--- config.mk ---
export PLATFORM = sky130hd
export DESIGN_NAME = seg7_scan
export DESIGN_NICKNAME = d
export VERILOG_FILES = /design/src/rtl/seg7_scan_pkg.sv /design/src/rtl/seg7_scan_hex7seg.sv /design/src/rtl/seg7_scan.sv
export SDC_FILE = /design/constraint.sdc
export NUM_CORES = 1
export LEC_CHECK = 0
export ABC_AREA = 1
export CAP_MARGIN = 30
export CORE_ASPECT_RATIO = 0.6
export CORE_MARGIN = 3
export CORE_UTILIZATION = 60
export DETAILED_ROUTE_END_ITERATION = 16
export GPL_ROUTABILITY_DRIVEN = 0
export PLACE_DENSITY = 0.88
export SKIP_LAST_GASP = 1
export SYNTH_ARGS = -nofsm -noshare
export SYNTH_HDL_FRONTEND = slang
export SYNTH_SLANG_ARGS = --single-unit
--- constraint.sdc ---
create_clock -name CLK -period 4.2 [get_ports CLK]
set_input_delay 0.42 -clock CLK [delete_from_list [all_inputs] [get_ports CLK]]
set_output_delay 0.42 -clock CLK [all_outputs]
set_load 0.02 [all_outputs]
--- src/rtl/seg7_scan_pkg.sv ---
`default_nettype none
// ============================================================================
// Module   : seg7_scan_pkg
// Brief    : Hex-to-abcdefg table and polarity helpers for the digit scanner.
// Revision : 1.0
// ============================================================================
package seg7_scan_pkg;

    // Segment order abcdefg, a = MSB; entry 15 first in the packed list.
    localparam logic [15:0][6:0] c_hex7_table = {
        7'h47, 7'h4F, 7'h3D, 7'h4E, 7'h1F, 7'h77, 7'h7B, 7'h7F,
        7'h70, 7'h5F, 7'h5B, 7'h33, 7'h79, 7'h6D, 7'h30, 7'h7E
    };

    localparam logic [6:0] c_seg_blank   = 7'h00;
    localparam bit         c_active_high = 1'b0;
    localparam bit         c_active_low  = 1'b1;

    function automatic logic [6:0] seg_polarity(input logic [6:0] seg, input bit active_low);
        return active_low ? ~seg : seg;
    endfunction

endpackage : seg7_scan_pkg
`default_nettype wire

--- src/rtl/seg7_scan_hex7seg.sv ---
`default_nettype none
// ============================================================================
// Module   : hex7seg
// Brief    : Combinational nibble to abcdefg decoder.
// Revision : 1.0
// ============================================================================
module hex7seg
    import seg7_scan_pkg::*;
(
    input  logic [3:0] i_nibble,
    output logic [6:0] o_seg
);

    assign o_seg = c_hex7_table[i_nibble];

endmodule : hex7seg
`default_nettype wire

--- src/rtl/seg7_scan.sv ---
`default_nettype none
// ============================================================================
// Module   : seg7_scan
// Brief    : Time-multiplexed 7-segment scanner with tear-free update,
//            anti-ghosting gap, leading-zero blanking and frame strobe.
// Revision : 1.0
// ============================================================================
module seg7_scan
    import seg7_scan_pkg::*;
#(
    parameter int NDIG           = 4,
    parameter int SCAN_DIV       = 50000,
    parameter int GAP            = 16,
    parameter bit BLANK_LZ       = 1'b1,
    parameter bit SEG_ACTIVE_LOW = c_active_high,
    parameter bit DIG_ACTIVE_LOW = c_active_high
) (
    input  logic                CLK,
    input  logic                RST,
    input  logic [4*NDIG-1:0]   VALUE,
    input  logic [NDIG-1:0]     DP,
    input  logic                LOAD,
    input  logic                BLANK,
    output logic [6:0]          SEG,
    output logic                SEG_DP,
    output logic [NDIG-1:0]     DIG,
    output logic                FRAME
);

    localparam int              c_pw      = $clog2(SCAN_DIV);
    localparam int              c_iw      = (NDIG > 1) ? $clog2(NDIG) : 1;
    localparam logic [c_pw-1:0] c_p_last  = c_pw'(SCAN_DIV - 1);
    localparam logic [c_iw-1:0] c_i_last  = c_iw'(NDIG - 1);
    localparam logic [c_pw-1:0] c_gap     = c_pw'(GAP);
    localparam logic [6:0]      c_seg_off = seg_polarity(c_seg_blank, SEG_ACTIVE_LOW);
    localparam logic            c_dp_off  = SEG_ACTIVE_LOW;
    localparam logic [NDIG-1:0] c_dig_off = {NDIG{DIG_ACTIVE_LOW}};

    logic [c_pw-1:0]   p_q, p_d;
    logic [c_iw-1:0]   idx_q, idx_d;
    logic [4*NDIG-1:0] pend_val_q, pend_val_d, disp_val_q, disp_val_d;
    logic [NDIG-1:0]   pend_dp_q, pend_dp_d, disp_dp_q, disp_dp_d;
    logic [6:0]        seg_q, seg_d;
    logic              seg_dp_q, seg_dp_d;
    logic [NDIG-1:0]   dig_q, dig_d;
    logic              frame_q, frame_d;

    logic              w_p_wrap;
    logic              w_frame_start;
    logic              w_seen;
    logic [NDIG-1:0]   w_lz;
    logic [NDIG-1:0]   w_onehot;
    logic [3:0]        w_nibble;
    logic [6:0]        w_seg_raw;
    logic              w_active;

    assign w_nibble = disp_val_q[{idx_q, 2'b00} +: 4];

    hex7seg u_hex7seg (
        .i_nibble (w_nibble),
        .o_seg    (w_seg_raw)
    );

    always_comb begin
        w_p_wrap      = (p_q == c_p_last);
        w_frame_start = w_p_wrap && (idx_q == c_i_last);

        p_d   = w_p_wrap ? '0 : p_q + c_pw'(1);
        idx_d = idx_q;
        if (w_p_wrap) begin
            idx_d = (idx_q == c_i_last) ? '0 : idx_q + c_iw'(1);
        end

        pend_val_d = LOAD ? VALUE : pend_val_q;
        pend_dp_d  = LOAD ? DP    : pend_dp_q;
        // Taking pend_*_d lets a LOAD on the frame-start cycle land in this frame.
        disp_val_d = w_frame_start ? pend_val_d : disp_val_q;
        disp_dp_d  = w_frame_start ? pend_dp_d  : disp_dp_q;

        // Scan from the top digit down: a digit is a leading zero until a
        // non-zero nibble or a set DP has been seen at or above it.
        w_seen = 1'b0;
        for (int k = NDIG - 1; k >= 0; k--) begin
            w_seen  = w_seen | (disp_val_q[4*k +: 4] != 4'h0) | disp_dp_q[k];
            w_lz[k] = (k != 0) && !w_seen;
        end

        for (int k = 0; k < NDIG; k++) begin
            w_onehot[k] = (idx_q == c_iw'(k));
        end

        w_active = (p_q >= c_gap) && !BLANK && !(BLANK_LZ && w_lz[idx_q]);

        seg_d    = seg_polarity(w_active ? w_seg_raw : c_seg_blank, SEG_ACTIVE_LOW);
        seg_dp_d = (w_active & disp_dp_q[idx_q]) ^ SEG_ACTIVE_LOW;
        dig_d    = (w_active ? w_onehot : '0) ^ c_dig_off;
        frame_d  = (p_q == '0) && (idx_q == '0);
    end

    always_ff @(posedge CLK) begin
        if (RST) begin
            p_q        <= '0;
            idx_q      <= '0;
            pend_val_q <= '0;
            pend_dp_q  <= '0;
            disp_val_q <= '0;
            disp_dp_q  <= '0;
            seg_q      <= c_seg_off;
            seg_dp_q   <= c_dp_off;
            dig_q      <= c_dig_off;
            frame_q    <= 1'b0;
        end else begin
            p_q        <= p_d;
            idx_q      <= idx_d;
            pend_val_q <= pend_val_d;
            pend_dp_q  <= pend_dp_d;
            disp_val_q <= disp_val_d;
            disp_dp_q  <= disp_dp_d;
            seg_q      <= seg_d;
            seg_dp_q   <= seg_dp_d;
            dig_q      <= dig_d;
            frame_q    <= frame_d;
        end
    end

    assign SEG    = seg_q;
    assign SEG_DP = seg_dp_q;
    assign DIG    = dig_q;
    assign FRAME  = frame_q;

endmodule : seg7_scan
`default_nettype wire

==> results of run 1 <==
[per-layer routing]
layer  vias to the layer above  GRT usage, %  share of wire, %
li1                       1657             -                 -
met1                      1421          33.6                48
met2                       144          36.2                41
met3                        27          6.28               8.7
met4                         0          10.1               2.5
met5                         -             0                 0
[logic make-up after synthesis]
group,count (synthesis)
and+or+nand+nor,277
AOI/OAI and AO/OA,42
xor gates and xnor gates,6
DFF,71
adders and majority gates,13
buffers and inverters,108
[critical path: cells and delay by family, from the launching register on]
| kind | cells | cell delay, ps |
|---|---|---|
| AOI/OAI and AO/OA | 3 | 870 |
| DFF | 1 | 680 |
| adders and majority gates | 1 | 330 |
| buffers and inverters | 2 | 240 |
| and+or+nand+nor | 1 | 100 |
[power by group through the flow]
stage	sequential, uW	combinational [uW]	clock, uW
floorplan	710	42.9	0
global placement	709	75.6	0
detailed placement	710	78.0	0
CTS	695	79.2	525
global route	696	93.3	558
finish	695	82.8	517
[sequential cells by signal, indices dropped and copies added (netlist names), 2 cells and up]
signal	count
disp_dp_q	4
DIG	4
pend_val_q	16
SEG	7
p_q	16
pend_dp_q	4
disp_val_q	16
idx_q	2
[area by class of cell]
cell class,count,area [um2]
clock buffer,13,149
sequential,71,1420
timing repair buffer,39,403
tap,77,96.3
fill,408,1270
multi-input combinational,338,1640
clock inverter,1,30.0
inverter,87,327
[per-stage QoR]
stage / std cells / hold slack (ps) / total power (uW) / worst slack, ps / utilization (%)
after floorplan: 517 / 430 / 753 / 2420 / -
after global placement: 611 / 447 / 785 / 1820 / 72.3
after detailed placement: 611 / 458 / 788 / 1740 / 72.3
after CTS: 625 / 476 / 1300 / 1930 / 75.7
after global routing: 626 / 506 / 1350 / 1660 / 76.2
final: 626 / 474 / 1290 / 1840 / 76.2
[cell usage after synthesis]
| cell type | number |
|---|---|
| nand4_1 | 27 |
| nand2_1 | 117 |
| a32oi_1 | 1 |
| nor3_1 | 5 |
| buf_2 | 5 |
| nor2_2 | 1 |
| xor2_1 | 2 |
| nor2_4 | 1 |
| nor3_2 | 1 |
| a21oi_1 | 15 |
| inv_2 | 7 |
| nand3_1 | 28 |
| dfxtp_1 | 71 |
| nor2_1 | 86 |
| o21ai_0 | 25 |
| buf_1 | 2 |
| nand2_2 | 3 |
| buf_4 | 4 |
| inv_1 | 80 |
| buf_6 | 2 |
| ha_1 | 13 |
| nand3_2 | 3 |
| o21ai_1 | 1 |
| clkbuf_1 | 8 |
| xnor2_1 | 4 |
| or2_2 | 2 |
| nand3b_1 | 3 |
[worst max path at each step]
stage | cells after the start | slack [ps] | to
after floorplan | 9 | 2420 | SEG[3]
after global placement | 4 | 1820 | p_q[10]
after detailed placement | 4 | 1740 | p_q[15]
after CTS | 7 | 1930 | SEG[5]
after global routing | 8 | 1660 | disp_dp_q[1]
final | 7 | 1840 | SEG[5]
==> impl_metrics.json, run 1 <==
{
  "avgSynthCellArea_um2": 6.77,
  "drv_cap": 0,
  "drt_wl_total_um": 7900,
  "cts.sinks": 71,
  "synth_cell_types": 27,
  "cts_resized": 0,
  "drive_gt1_share_pct": 5.83,
  "leakage_uw": 0.00180,
  "cts_hold_buf": 0,
  "post_dp_cell_area_um2": 3860,
  "grt.overflow.total": 0,
  "setup_viol_count_final": 0,
  "core_area_um2": 5330,
  "drt-initial-drc-count": 324,
  "synthAdderAreaFrac_pct": 4.65,
  "pwr-share-clk_pct": 39.9,
  "critPathLaunchType": "flip-flop",
  "row_count": 20,
  "yosysTopAreaCell": "dfxtp_1",
  "p_seq_share_pct": 53.7,
  "startpoint": "idx_q[0]",
  "p_int_uw": 1010,
  "diodes": 0,
  "min_to": "p_q[0]",
  "ys_seq_elements": 71,
  "track_usage_pct": 24.3,
  "crit_top_cell": "inv_1",
  "finClkSkew_ps": 6.85,
  "crit_type": "flip-flop to flip-flop",
  "hold_violations": 0,
  "port_buffers": 36,
  "clock_path_buffers": 2,
  "worstPathCellList": "nand2_1 > a32oi_1 > inv_1 > ha_1 > inv_1 > o21ai_0 > a21oi_1",
  "rr_endpoint": "SEG[5]",
  "ys_seq_area_share_pct": 40.6,
  "yosysTopAreaCellShare_pct": 40.6,
  "layout_commonest_cell": "nand2_1",
  "synth-simple-area-share_pct": 34.5,
  "clkTransAtPathRegs_ps": 70,
  "rsz0062_at_grt": "false",
  "crit-reg2reg-launch": "idx_q[0]",
  "synth_top_family_by_area": "simple AND/OR/NAND/NOR gates",
  "cts-root-buf": "clkbuf_8",
  "timing.final.crit_share_pct": 56.1,
  "synth_area_leaders": "dfxtp_1, nand2_1, nor2_1",
  "nets": 583,
  "hpwlAfterDp_um": 5560,
  "synth_compound_area_share_pct": 6.11,
  "p_sw_uw": 281,
  "crit_slowest_cell": "dfxtp_1",
  "ir_drop_mv": 0.194,
  "yosysWarnings": 0,
  "maxSlewViolCount": 0,
  "fmax_mhz": 424,
  "maxSlewHeadroom_pct": 42.9,
  "die_w_um": 105,
  "synthToLayoutAreaGrowth_pct": 16.1,
  "start_util_pct": 65.7,
  "swShare_pct": 21.7,
  "clk_latency_ps": 350,
  "drtAntennaViolNets": 0,
  "path_max_fanout": 16,
  "antenna_found_initial": 0,
  "wl_per_cell_um": 12.6,
  "ff2ff_setup_slack_ps": 1840,
  "die-area_um2": 6810,
  "htree_levels": 3,
  "cts_buffers": 9,
  "comb_power_share_pct": 6.4,
  "stdcell_area_um2": 4060,
  "power.density_nw_per_um2": 319,
  "status": "finished, final reports clean",
  "grt_pass1_wl_um": 13100,
  "hp-start": "p_q[0]",
  "first_pass_iters": 4,
  "routed_via_density": 5.19,
  "synth_xor_xnor_area_share_pct": 1.50,
  "syn_area_um2": 3500,
  "cts_tree": "built",
  "period_minus_slack_ps": 2360,
  "fin_tns_setup_ps": 0,
  "io_pins": 37,
  "worstMarginPinSlew_ps": 856,
  "hold_depth": 1,
  "num_vias": 3249,
  "dieHeight_um": 65.2,
  "end_kind": "flip-flop",
  "crit_required_ps": 4410,
  "synthesis.nets": 554,
  "route.detailed.drc": 0,
  "cts_setup_buffers": 0,
  "grt_pass1_vias": 2845,
  "slowest_delay_ps": 680,
  "rr_worst_depth": 7,
  "layout_common_cells": "nand2_1, nor2_1, inv_1, dfxtp_1, clkdlybuf4s50_1",
  "grt_start_max_net_pins": 41,
  "synth_cells": 517,
  "hold_path_class": "flip-flop to flip-flop",
  "crit_arrival_ps": 2560,
  "synth.mux.area_fraction_pct": 0
}
Power figures use the tool's default switching activity.
==> inputs of run 2 (changes only) <==
--- a/config.mk
+++ b/config.mk
@@ -9,10 +9,10 @@
 export CAP_MARGIN = 30
 export CORE_ASPECT_RATIO = 0.6
 export CORE_MARGIN = 3
-export CORE_UTILIZATION = 60
+export CORE_UTILIZATION = 56
 export DETAILED_ROUTE_END_ITERATION = 16
 export GPL_ROUTABILITY_DRIVEN = 0
-export PLACE_DENSITY = 0.88
+export PLACE_DENSITY = 0.83
 export SKIP_LAST_GASP = 1
 export SYNTH_ARGS = -nofsm -noshare
 export SYNTH_HDL_FRONTEND = slang
==> constraint.sdc (replaced) <==
create_clock -name CLK -period 2.29 [get_ports CLK]
set_input_delay 0.229 -clock CLK [delete_from_list [all_inputs] [get_ports CLK]]
set_output_delay 0.229 -clock CLK [all_outputs]
set_load 0.02 [all_outputs]
==> impl_metrics.json, run 2 (same netlist as run 1, synthesis figures left out) <==
{
  "fin_tns_setup_ps": 0,
  "row_count": 21,
  "diodes": 0,
  "comb_power_share_pct": 5.4,
  "path_max_fanout": 16,
  "die_w_um": 108,
  "p_int_uw": 2120,
  "worstMarginPinSlew_ps": 434,
  "hpwlAfterDp_um": 5530,
  "first_pass_iters": 4,
  "rsz0062_at_grt": "false",
  "clkTransAtPathRegs_ps": 70,
  "routed_via_density": 5.16,
  "clock_path_buffers": 2,
  "cts.sinks": 71,
  "drt-initial-drc-count": 191,
  "setup_viol_count_final": 0,
  "ir_drop_mv": 0.547,
  "hold_path_class": "flip-flop to flip-flop",
  "antenna_found_initial": 0,
  "wl_per_cell_um": 12.3,
  "crit_required_ps": 2520,
  "crit_arrival_ps": 2320,
  "synthToLayoutAreaGrowth_pct": 18.7,
  "post_dp_cell_area_um2": 3900,
  "layout_commonest_cell": "nand2_1",
  "grt_start_max_net_pins": 41,
  "timing.final.crit_share_pct": 91.5,
  "drt_wl_total_um": 7800,
  "grt.overflow.total": 0,
  "drv_cap": 0,
  "rr_worst_depth": 8,
  "cts-root-buf": "clkbuf_8",
  "drtAntennaViolNets": 0,
  "finClkSkew_ps": 13.4,
  "num_vias": 3279,
  "grt_pass1_vias": 2939,
  "end_kind": "flip-flop",
  "start_util_pct": 60.3,
  "crit_type": "flip-flop to flip-flop",
  "route.detailed.drc": 0,
  "status": "finished, final reports clean",
  "hold_depth": 1,
  "cts_hold_buf": 0,
  "drive_gt1_share_pct": 7.57,
  "io_pins": 37,
  "die-area_um2": 7270,
  "critPathLaunchType": "flip-flop",
  "fillers": 488,
  "fmax_mhz": 477,
  "period_minus_slack_ps": 2100,
  "power.density_nw_per_um2": 645,
  "swShare_pct": 21.0,
  "layout_common_cells": "nand2_1, nor2_1, inv_1, dfxtp_1, clkdlybuf4s50_1",
  "maxSlewViolCount": 0,
  "hold_violations": 0,
  "stdcell_area_um2": 4150,
  "cts_resized": 0,
  "leakage_uw": 0.00186,
  "htree_levels": 3,
  "port_buffers": 36,
  "dieHeight_um": 67.2,
  "grt_pass1_wl_um": 13500,
  "top_regs": "disp_val_q x16, p_q x16, pend_val_q x16",
  "cts_tree": "built",
  "clk_latency_ps": 360,
  "track_usage_pct": 23.9,
  "maxSlewHeadroom_pct": 71.0,
  "pwr-share-clk_pct": 47.0,
  "cts_buffers": 9,
  "core_area_um2": 5810,
  "p_seq_share_pct": 47.6,
  "p_sw_uw": 563,
  "cts_setup_buffers": 0,
  "nets": 587
}
==> run 2: worst paths after layout <==
check	start	to	slack, ps
worst min-delay path	p_q[0]	p_q[0]	470
worst max register to register	idx_q[0]	SEG[5]	190
worst min register to register	p_q[0]	p_q[0]	470
worst max-delay path	idx_q[0]	SEG[5]	190
==> run 2: power by group through the flow <==
stage / clock [uW] / sequential [uW] / combinational (uW)
after detailed placement: 0 / 1300 / 145
after floorplan: 0 / 1300 / 78.6
after global routing: 1330 / 1280 / 167
final: 1260 / 1270 / 146
after CTS: 1280 / 1270 / 146
after global placement: 0 / 1300 / 141
==> run 2: layer usage <==
metal | GRT usage [%] | vias to the layer above | routed length, um
li1 | - | 1669 | -
met1 | 33.1 | 1423 | 3810
met2 | 34.3 | 166 | 3110
met3 | 6.78 | 21 | 683
met4 | 11.8 | 0 | 194
met5 | 0 | - | 0
==> run 2: cell type report <==
class / instances / area, um2 / area share, %
tap: 80 / 100 / 2.41
timing repair buffer: 43 / 413 / 9.94
sequential: 71 / 1420 / 34.2
inverter: 87 / 327 / 7.86
clock inverter: 5 / 104 / 2.50
clock buffer: 11 / 151 / 3.64
multi-input combinational: 338 / 1640 / 39.4
==> run 2: worst max-delay path: stages, from the launching register on <==
cell and delay (ps):
dfxtp_2 410, inv_2 200, nand2_1 90, a32oi_1 350
inv_1 180, ha_1 330, inv_1 50, o21ai_0 230
a21oi_1 110
==> run 2: per-stage QoR <==
| stage | hold slack, ps | total power, uW | util (%) | instances | setup slack [ps] |
|---|---|---|---|---|---|
| after floorplan | 430 | 1380 | - | 517 | 514 |
| after global placement | 446 | 1440 | 67.1 | 619 | 377 |
| after detailed placement | 455 | 1450 | 67.1 | 619 | 148 |
| after CTS | 467 | 2690 | 71.5 | 635 | 138 |
| after global routing | 496 | 2770 | 71.5 | 635 | 6.21 |
| final | 467 | 2680 | 71.5 | 635 | 195 |
